File: src/rtl/instr_incr_pkg.sv
// instr_incr_pkg: shared address type and PC-incrementer constants
package instr_incr_pkg;
  localparam int ADDR_WIDTH     = 32;
  typedef logic [ADDR_WIDTH-1:0] addr_t;
  localparam int INSTR_STEP     = 4;
  localparam int PC_RESET_VALUE = 0;
  localparam int ALIGN_BITS     = $clog2(INSTR_STEP);
endpackage

File: src/rtl/incr_adder.sv
// incr_adder: combinational WIDTH-bit add of constant STEP with carry-out
// Ports: a_i (operand), sum_o (a_i + STEP mod 2^WIDTH), carry_o (carry-out)
module incr_adder #(
  parameter int WIDTH = 32,
  parameter int STEP  = 4
) (
  input  logic [WIDTH-1:0] a_i,
  output logic [WIDTH-1:0] sum_o,
  output logic             carry_o
);
  assign {carry_o, sum_o} = {1'b0, a_i} + (WIDTH+1)'(STEP);
endmodule

File: src/rtl/instruction_incrementer.sv
// instruction_incrementer: registered PC + STEP with wrap flag for the fetch stage
// Ports: clk, reset (async active-low), en (update enable), instruction (current PC),
//        out (registered instruction + STEP), wrap (registered carry-out),
//        misaligned (only when INSTR_ALIGN_CHECK_EN is defined)
// Build option: INSTR_ALIGN_CHECK_EN forces the low address bits to zero before
// the add and flags nonzero low bits on misaligned.
module instruction_incrementer
  import instr_incr_pkg::*;
#(
  parameter int WIDTH       = ADDR_WIDTH,
  parameter int STEP        = INSTR_STEP,
  parameter int RESET_VALUE = PC_RESET_VALUE
) (
  input  logic             clk,
  input  logic             reset,
  input  logic             en,
  input  logic [WIDTH-1:0] instruction,
`ifdef INSTR_ALIGN_CHECK_EN
  output logic             misaligned,
`endif
  output logic [WIDTH-1:0] out,
  output logic             wrap
);
  localparam logic [WIDTH-1:0] LOW_MASK = WIDTH'(STEP - 1);
  logic [WIDTH-1:0] addr_in, sum, out_d, out_q;
  logic             carry, wrap_d, wrap_q;
`ifdef INSTR_ALIGN_CHECK_EN
  logic             mis_d, mis_q;
  assign addr_in = instruction & ~LOW_MASK;
  assign mis_d   = en ? |(instruction & LOW_MASK) : mis_q;
  assign misaligned = mis_q;
  always_ff @(posedge clk or negedge reset)
    if (!reset) mis_q <= 1'b0;
    else        mis_q <= mis_d;
`else
  assign addr_in = instruction;
`endif
  incr_adder #(.WIDTH(WIDTH), .STEP(STEP)) u_adder (
    .a_i     (addr_in),
    .sum_o   (sum),
    .carry_o (carry)
  );
  // en=0 selects the held value, so an unknown instruction never reaches the registers
  always_comb begin
    out_d  = en ? sum : out_q;
    wrap_d = en ? carry : wrap_q;
  end
  always_ff @(posedge clk or negedge reset)
    if (!reset) begin
      out_q  <= WIDTH'(RESET_VALUE);
      wrap_q <= 1'b0;
    end else begin
      out_q  <= out_d;
      wrap_q <= wrap_d;
    end
  assign out  = out_q;
  assign wrap = wrap_q;
endmodule

File: config.mk
export PLATFORM = sky130hd
export DESIGN_NAME = instruction_incrementer
export DESIGN_NICKNAME = d
export VERILOG_FILES = /design/src/rtl/instr_incr_pkg.sv /design/src/rtl/incr_adder.sv /design/src/rtl/instruction_incrementer.sv
export SDC_FILE = /design/constraint.sdc
export NUM_CORES = 1
export LEC_CHECK = 0
export BUFFER_PORTS_ARGS = -buffer_cell sky130_fd_sc_hd__buf_2
export CELL_PAD_IN_SITES_DETAIL_PLACEMENT = 2
export CELL_PAD_IN_SITES_GLOBAL_PLACEMENT = 2
export CORE_ASPECT_RATIO = 0.9
export CORE_MARGIN = 2
export CORE_UTILIZATION = 30
export DETAILED_ROUTE_END_ITERATION = 10
export PLACE_DENSITY = 0.88
export SKIP_LAST_GASP = 1
export SYNTH_ARGS = -nofsm -noshare
export SYNTH_HDL_FRONTEND = slang
export SYNTH_SLANG_ARGS = --single-unit
File: constraint.sdc
create_clock -name clk -period 1.84 [get_ports clk]
set_clock_uncertainty 0.05 [all_clocks]
set_input_delay 0.184 -clock clk [delete_from_list [all_inputs] [get_ports clk]]
set_output_delay 0.184 -clock clk [all_outputs]
set_load 0.02 [all_outputs]
# Word-level counts from Yosys, hierarchy flattened
# Cells that the tools add are included.
[totals]
inputBits = 35
regBits = 33
out_inout_bits = 33
[op_classes]
addsub = 1
[op_table]
columns = ["cell", "n"]
rows = [
  ["$add A32 B3 Y33 const B", 1],
]

# Depth between registers and ports, before layout
# Gate-level depths: netlist of the first run.
[logic_depth]
ltp_word = 1
depth_mapped = 6
ltp_nobuf = 5

# By module
# Synthesis of the first run repeated with hierarchy kept, for this count alone.
[unflattened]
cells_unflattened = 153
hier_area_um2 = 1968.1
[modules_own_cells]
columns = ["mod", "seq_area_each_um2", "area_per_inst_um2", "n_inst", "cells_each"]
rows = [
  ["instruction_incrementer", 825.8, 1381.3, 1, 70],
  ["incr_adder", 0.0, 586.8, 1, 83],
]

# Worst setup path before layout of the first run
# No wires, ideal clock.
[synth_timing]
path_kind = "in2reg"
startpoint = "input instruction[2]"
endpoint = "register out_q[22], in the netlist out[22]"
n_path_buf = 1
path_stages = 6
path_slack_ns = 0.068
arrival_ns = 1.640
required_ns = 1.708
path_cell_list = "ha_1 nand3_1 or4_4 buf_6 or4_1 a31oi_1"
[synth_via]
elab_chain_len = 1
[synth_lines]
columns = ["element", "line_no", "text"]
rows = [
  ["start: declaration", "instruction_incrementer.sv:17", "input logic [WIDTH-1:0] instruction,"],
  ["$add A32 B3 Y33", "incr_adder.sv:11", "assign {carry_o, sum_o} = {1'b0, a_i} + (WIDTH+1)'(STEP);"],
  ["end signal: assignment", "instruction_incrementer.sv:50", "out_q <= WIDTH'(RESET_VALUE);"],
  ["end signal: assignment", "instruction_incrementer.sv:53", "out_q <= out_d;"],
  ["end: declaration", "instruction_incrementer.sv:25", "logic [WIDTH-1:0] addr_in, sum, out_d, out_q;"],
]
# No other way between the ends.
# A chain may end at the register's enable or synchronous reset.

# Final worst setup path of the first run
[layout_timing]
startpoint = "input instruction[13]"
endpoint = "register out_q[30], in the netlist out[30]"
# The elaborated chain is that of the path after synthesis.

==> reports/results.md, run 1 <==
| Result | Reported | Unit |
|---|---|---|
| Post-place setup slack | -0.1113 | ns |
| Number of enable flip-flop cells after synthesis | 0 | - |
| Clock share of power | 30.6 | % |
| Sequential fraction of the synthesis area | 43.91 | % |
| Final routed DRC violation total | 0 | - |
| Area share of the largest cell type after synthesis | 43.91 | % |
| Global routing usage summed across all routing layers | 22.39 | % |
| Path type of the worst min-delay path | input port to flop | - |
| Share of power burned in registers | 45.4 | % |
| Post-synthesis net count | 248 | - |
| Number of sinks driven by the clock tree | 33 | - |
| Initial core utilization | 30.93 | % |
| Period utilization | 89.52 | % |
| Largest voltage drop on the vdd net | 0.3069 | mV |
| Run status | complete, no violations | - |
| Number of instances resized during post-cts repair | 0 | - |
| Proportion of layout cells with a drive suffix above 1 | 35.97 | % |
| Cts-stage hold buffer count | 1 | - |
| DPL Wire Length | 5.265 | mm |
| Count of different cell masters after synthesis | 32 | - |
| Register bit count reported by yosys | 33 | - |
| YS warnings | 0 | - |
| Net Sw Power | 0.5743 | mW |
| Number of vias after detailed routing | 2085 | - |
| Internal portion of total power | 1.249 | mW |
| Number of rows in the core area | 27 | - |
| DRT iter0 DRCs | 99 | - |
| TritonCTS clock tree | built | - |
| Number of CTS-inserted buffers | 5 | - |
| Number of buffer cells added on primary ports | 67 | - |
| Maximum fanout along the worst path | 11 | - |
| Number of routed nets with antenna violations | 0 | - |
| Global-route wire length before repair | 11.75 | mm |
| Slew @ Worst Pin | 0.7830 | ns |
| Average footprint of a synthesized cell | 8.871 | sq um |
| Cell area power density | 714.8 | nW/um^2 |
| RSZ-0062 raised after global routing | false | - |
| Commonest cells post-synth | 33 x dfrtp_1, 30 x nor2_1, 15 x a31oi_1 | - |
| Floorplan die area | 6919 | sq um |
| Post-CTS setup buffer count | 0 | - |
| Core footprint | 6081 | sq um |
| Placer's final routability congestion estimate | 0.8491 | - |
| Upper clock frequency limit | 607.1 | MHz |
| Layout Area Growth over Synthesis | 35.66 | % |
| Antenna cells | 0 | - |
| Vias in the first global route | 2278 | - |
| Max-slew headroom at the worst pin | 47.80 | % |
| Final Net Count | 339 | - |
| Avg Vias per Cell | 5.560 | - |
| CTS max path bufs | 2 | - |
| Maximum level of the CTS H-tree | 2 | - |
| Post-synthesis instance total | 212 | - |
| Final count of negative-setup-slack endpoints | 0 | - |
| Asr flop ratio synth | 100.0 | % |
| Number of filler instances in the final layout | 711 | - |
| Dominant synthesized flop cell | dfrtp_1 | - |
| Number of failing hold endpoints at the final stage | 0 | - |
| Startpoint kind of the worst setup timing path | input port | - |
| Cells taking the most area after synthesis | dfrtp_1 44%, nor2_1 6.0%, or4_1 5.2%, a31oi_1 5.0%, xnor2_1 4.7% | - |
| Post-Layout Cell Count | 375 | - |
| CP Class | input port to flop | - |
| Final critical path time including I/O delays and setup | 1.647 | ns |
| Routed Wire Length | 7.123 | mm |
| Cell type with the highest aggregate area in the netlist | dfrtp_1 | - |
| Placed Instances | 367 | - |
| Count of TritonRoute iterations in the first routing pass | 4 | - |
| Max-slew violation total from the final report | 0 | - |
| Critical path data arrival time | 1.80 | ns |
| Clock slew at reported path FFs | 0.06 | ns |
| Clk Latency, worst-skew pair | 0.28 | ns |
| Number of violations of the max-capacitance limit | 0 | - |
| Required @ worst endpoint | 1.99 | ns |
| Worst Setup End Kind | flop | - |
| Die X | 87.46 | microns |
| Multi-input combinational cell area | 982.2 | sq um |
| Total congestion overflow after global routing | 0 | - |
| Most repeated cell in the gate-level netlist after synthesis | dfrtp_1 | - |
| Maximum number of pins on one net before global-route repair | 34 | - |
| Pleak | 1.068 | nW |
| Y dimension of the die | 79.11 | microns |
| Routed len/inst | 18.99 | microns |
| Area occupied by registers | 825.8 | sq um |
| Final setup slack of the worst path | 0.1928 | ns |
| Share of total power in combinational logic | 24.0 | % |
| Sw frac | 31.49 | % |
| Number of top-level pins | 68 | - |
| Combined area of all synthesized cells | 1881 | sq um |
| Clock root buffer | clkbuf_8 | - |
| Number of antenna violations at the first check in global routing | 0 | - |
-- logic make-up (layout without fill, tap and decap cells) --
| group | Yosys count | in the layout | share of synthesized area (%) |
|---|---|---|---|
| AND/OR/NAND/NOR | 99 | 99 | 28.41 |
| AO/OA/AOI/OAI | 47 | 47 | 15.77 |
| flip-flops | 33 | 33 | 43.91 |
| buffers and inverters | 17 | 108 | 3.859 |
| XOR/XNOR | 12 | 12 | 5.589 |
| multiplexers | 3 | 3 | 1.796 |
| adder cells (fa/ha/maj) | 1 | 1 | 0.6652 |
-- critical path, stage by stage --
cell     delay, ns
buf_2         0.12
nand4_2       0.15
or4_4         0.65
or4_1         0.50
a31oi_1       0.20
-- metrics by stage --
| stage | utilization, % | area (sq um) | hold slack (ns) | TNS, ns | power [mW] |
|---|---|---|---|---|---|
| floorplan | - | 1881 | -0.1616 | 0 | 1.051 |
| global placement | 40.37 | 2455 | 0.2608 | -0.01491 | 1.257 |
| detailed placement | 40.37 | 2455 | 0.2709 | -0.2570 | 1.278 |
| CTS | 41.95 | 2551 | 0.07458 | 0 | 1.847 |
| global route | 41.95 | 2551 | 0.08057 | 0 | 1.930 |
| finish | 41.95 | 2551 | 0.08059 | 0 | 1.824 |
-- area by class of cell --
cell class                 instances  area share [%]
sequential                        33           32.37
inverter                           7           1.030
multi-input combinational        162           38.50
tap                               72           3.531
timing repair buffer              94           21.19
clock buffer                       7           3.384
-- routing by layer --
metal / vias to the layer above / part of all wire, % / global-route usage, %
met3: 13 / 4.1 / 4.262
met4: 0 / 2.1 / 8.615
li1: 980 / - / -
met5: - / 0 / 0
met2: 59 / 49 / 36.74
met1: 1033 / 45 / 29.01
-- path summary, 6_finish.rpt --
kind | from | endpoint | slack, ns | cells past startpoint
setup reg to reg | out[31]$_DFFE_PN0P_ | out[31]$_DFFE_PN0P_ | 0.99 | 2
min in group asynchronous | reset | out[13]$_DFFE_PN0P_ | 0.46 | 2
hold / removal | instruction[1] | out[1]$_DFFE_PN0P_ | 0.08 | 2
max in group asynchronous | reset | out[21]$_DFFE_PN0P_ | 0.78 | 2
hold reg to reg | out[1]$_DFFE_PN0P_ | out[1]$_DFFE_PN0P_ | 0.45 | 1
setup / recovery | instruction[13] | out[30]$_DFFE_PN0P_ | 0.19 | 5
-- power by group through the flow --
stage | clock [mW] | sequential, mW | combinational [mW]
after floorplan | 0 | 0.925 | 0.125
after global placement | 0 | 0.840 | 0.417
after detailed placement | 0 | 0.843 | 0.436
after CTS | 0.573 | 0.831 | 0.443
after global routing | 0.610 | 0.838 | 0.481
final | 0.557 | 0.829 | 0.438
-- cell usage in the layout (no fill, tap or decap), drive strengths merged, types with 6 or more instances in the layout --
cell type   n
buf        93
inv         7
nor4        8
nor2       30
nand4       6
o31ai      11
xnor2      10
clkbuf      7
a31oi      15
or4        14
nand3      12
or3         8
nand2      11
a21oi      13
dfrtp      33
-- registers in the layout, indices dropped and copies added, names as in the netlist --
| name | cells |
|---|---|
| out | 32 |
| wrap | 1 |
(Power assumes the default switching activity.)
==> inputs of run 2 (changes only) <==
CORE_MARGIN = default   (was 2)
PLACE_DENSITY = 0.82   (was 0.88)
==> run 2 against run 1 <==
  * Routed wire length increased by 0.84%
  * Via count increased by 1.5%
  * Non-clock buffer count increased by 4
  * Fmax decreased by 1.7%
  * First-iteration DRC count decreased by 46%
  * Flip-flop and latch count unchanged
  * Hold slack got worse by 0.013 ns
  * Cell area increased by 1.7%
  * Critical path type unchanged
  * Largest cell class unchanged
  * Largest power group unchanged
==> reports/results.md, run 2 (synthesis gave the netlist of run 1 again) <==
| Result | Reported | Unit | vs previous |
|---|---|---|---|
| Routed Wire Length | 7.183 | mm | +0.84% |
| Clk Latency, worst-skew pair | 0.30 | ns | +0.02 ns |
| Met1 global-route usage | 29.55 | % | +0.54 points |
| Final routed DRC violation total | 0 | - | unchanged |
| Cell area power density | 734.1 | nW/um^2 | +2.7% |
| Cell depth of the worst flop-to-flop path | 2 | - | unchanged |
| Number of sinks driven by the clock tree | 33 | - | unchanged |
| Internal portion of total power | 1.293 | mW | +3.5% |
| Critical path cell sequence | buf_2 -> ha_1 -> nand3_1 -> or4_4 -> or4_1 -> a31oi_1 | - |  |
| Largest voltage drop on the vdd net | 0.2973 | mV | -3.1% |
| Pleak | 1.096 | nW | +2.6% |
| Routed len/inst | 19.00 | microns | about the same |
| DPL Wire Length | 5.318 | mm | +1.0% |
| Max-slew violation total from the final report | 0 | - | unchanged |
| Share of power burned in registers | 43.6 | % | -1.8 points |
| Reg2reg start | out[15]$_DFFE_PN0P_ | - |  |
| CP Class | input port to flop | - |  |
| Floorplan die area | 6589 | sq um | -4.8% |
| Placed Instances | 369 | - | +0.54% |
| Number of vias after detailed routing | 2117 | - | +1.5% |
| Run status | complete, no violations | - |  |
| Clock slew at reported path FFs | 0.07 | ns | about the same |
| Maximum fanout along the worst path | 11 | - | unchanged |
| Maximum level of the CTS H-tree | 2 | - | unchanged |
| Post-Layout Cell Count | 378 | - | +0.80% |
| Post-place setup slack | -0.1434 | ns | -0.03213 ns |
| Fraction of the core area covered by cells at the end of the flow | 44.29 | % | +2.3 points |
| Number of CTS-inserted buffers | 5 | - | unchanged |
| Number of failing hold endpoints at the final stage | 0 | - | unchanged |
| Largest register FFs | 32 | - | unchanged |
| Placer's final routability congestion estimate | 0.7704 | - | -9.3% |
| Biggest cell delay along the critical path | 0.53 | ns | -0.12 ns |
| CTS max path bufs | 2 | - | unchanged |
| Proportion of layout cells with a drive suffix above 1 | 37.34 | % | +1.4 points |
| Tot Pwr | 1.904 | mW | +4.4% |
| Number of rows in the core area | 26 | - | -3.7% |
| Critical path data arrival time | 1.84 | ns | +0.04 ns |
| Commonest cells after routing, fill and taps aside | 67 x buf_2, 33 x dfrtp_1, 30 x nor2_1, 30 x buf_4, 15 x a31oi_1 | - |  |
| Met2 Usage GRT | 39.60 | % | +2.9 points |
| Avg Vias per Cell | 5.601 | - | +0.73% |
| Number of filler instances in the final layout | 687 | - | -3.4% |
| Global routing usage summed across all routing layers | 23.24 | % | +0.85 points |
| Clock share of power | 33.2 | % | +2.6 points |
| Number of violations of the max-capacitance limit | 0 | - | unchanged |
| Upper clock frequency limit | 596.8 | MHz | -1.7% |
| Share of total power in combinational logic | 23.2 | % | -0.8 points |
| Antenna cells | 0 | - | unchanged |
| Number of top-level pins | 68 | - | unchanged |
| RSZ-0062 raised after global routing | false | - |  |
| Required @ worst endpoint | 2.00 | ns | about the same |
| Core footprint | 5856 | sq um | -3.7% |
| Net Sw Power | 0.6109 | mW | +6.4% |
| Initial core utilization | 32.12 | % | +1.2 points |
| Post-route cell area | 2594 | sq um | +1.7% |
| Multi-input combinational cell area | 982.2 | sq um | unchanged |
| Worst reg2reg setup slack | 1.02 | ns | +0.03 ns |
| Period utilization | 91.06 | % | +1.5 points |
| Die X | 85.46 | microns | -2.3% |
| Count of TritonRoute iterations in the first routing pass | 4 | - | unchanged |
| Final Net Count | 343 | - | +1.2% |
| Slew @ Worst Pin | 0.4495 | ns | -0.3335 ns |
| Y dimension of the die | 77.11 | microns | -2.5% |
| Number of antenna violations at the first check in global routing | 0 | - | unchanged |
| Final count of negative-setup-slack endpoints | 0 | - | unchanged |
| Layout Area Growth over Synthesis | 37.92 | % |  |
| Worst setup path startpoint | instruction[2] | - |  |
| Final critical path time including I/O delays and setup | 1.676 | ns | +0.02834 ns |
| Number of routed nets with antenna violations | 0 | - | unchanged |
| Final setup slack of the worst path | 0.1645 | ns | -0.02834 ns |
| Critical Path Sink | out[28]$_DFFE_PN0P_ | - |  |
| Maximum number of pins on one net before global-route repair | 34 | - | unchanged |
| Number of buffer cells added on primary ports | 67 | - | unchanged |
| Path type of the worst min-delay path | input port to flop | - |  |
| TritonCTS clock tree | built | - |  |
| Worst flop-to-flop path endpoint | out[15]$_DFFE_PN0P_ | - |  |
| Commonest non-fill, non-tap cell in the layout | buf_2 | - |  |
| Slowest library cell on the worst path | or4_4 | - |  |
| Area occupied by registers | 825.8 | sq um | unchanged |
| Busiest metal layer after global routing | met2 | - |  |
| Sw frac | 32.09 | % | +0.59 points |
| Placed inst area | 2482 | sq um | +1.1% |
| Vias in the first global route | 2291 | - | +0.57% |
| Total congestion overflow after global routing | 0 | - | unchanged |
| Worst Setup End Kind | flop | - |  |
| DRT iter0 DRCs | 53 | - | -46% |
| Startpoint kind of the worst setup timing path | input port | - |  |
| Global-route wire length before repair | 11.74 | mm | about the same |
| Grt met3 use | 3.983 | % | -0.28 points |
| Max-slew headroom at the worst pin | 70.03 | % | +22 points |
| Clock root buffer | clkbuf_8 | - |  |
## run 2: changes by cell type in the layout (fill, tap and decap cells not counted)
cell,previous run,this run
buf_4,26,30
clkbuf_8,6,7
clkbuf_1,1,0
clkinv_2,0,1
## run 2: stage by stage
step / TNS, ns / hold slack [ns]
2_1_floorplan: 0 / -0.1616
3_3_place_gp: -0.07612 / 0.1963
3_5_place_dp: -0.4249 / 0.1998
4_1_cts: 0 / 0.06279
5_1_grt: 0 / 0.07190
6_report: 0 / 0.06769
## run 2: worst min-delay path by stage
stage,slack [ns],cells past startpoint,startpoint,endpoint
4_1_cts,0.06,2,instruction[1],out[1]$_DFFE_PN0P_
3_3_place_gp,0.20,2,reset,out[24]$_DFFE_PN0P_
2_1_floorplan,-0.16,0,reset,out[0]$_DFFE_PN0P_
5_1_grt,0.07,2,instruction[0],out[0]$_DFFE_PN0P_
6_report,0.07,2,instruction[1],out[1]$_DFFE_PN0P_
3_5_place_dp,0.20,2,reset,out[26]$_DFFE_PN0P_
## run 2: per-layer routing
metal,vias to the layer above,routed length (microns)
met1,1061,3222
met4,0,150
met2,56,3565
met3,13,245
met5,-,0
li1,987,-
## run 2: critical path: cells and delay by family
family | cells | cell delay, ns
adders and majority gates | 1 | 0.17
and+or+nand+nor | 3 | 1.18
AOI/OAI and AO/OA | 1 | 0.19
buffers and inverters | 1 | 0.10
## run 2: area by class of cell
cell class | instances | area share (%)
inverter | 7 | 1.013
sequential | 33 | 31.84
tap | 70 | 3.377
clock buffer | 7 | 3.714
multi-input combinational | 162 | 37.87
clock inverter | 1 | 0.1930
timing repair buffer | 98 | 22.00
## run 2: what timing repair did
item                                    4_1_cts  5_1_grt
setup buffers                                 0        0
endpoints found under the setup margin        0        0
gates resized for setup                       0        0
endpoints found under the hold margin        33        0
hold buffers                                  1        0
## run 2: power groups by stage
stage	clock [mW]	sequential, mW	combinational, mW
2_1_floorplan	0	0.925	0.125
5_1_grt	0.673	0.838	0.479
3_5_place_dp	0	0.845	0.438
4_1_cts	0.647	0.832	0.446
3_3_place_gp	0	0.840	0.418
6_report	0.632	0.830	0.442
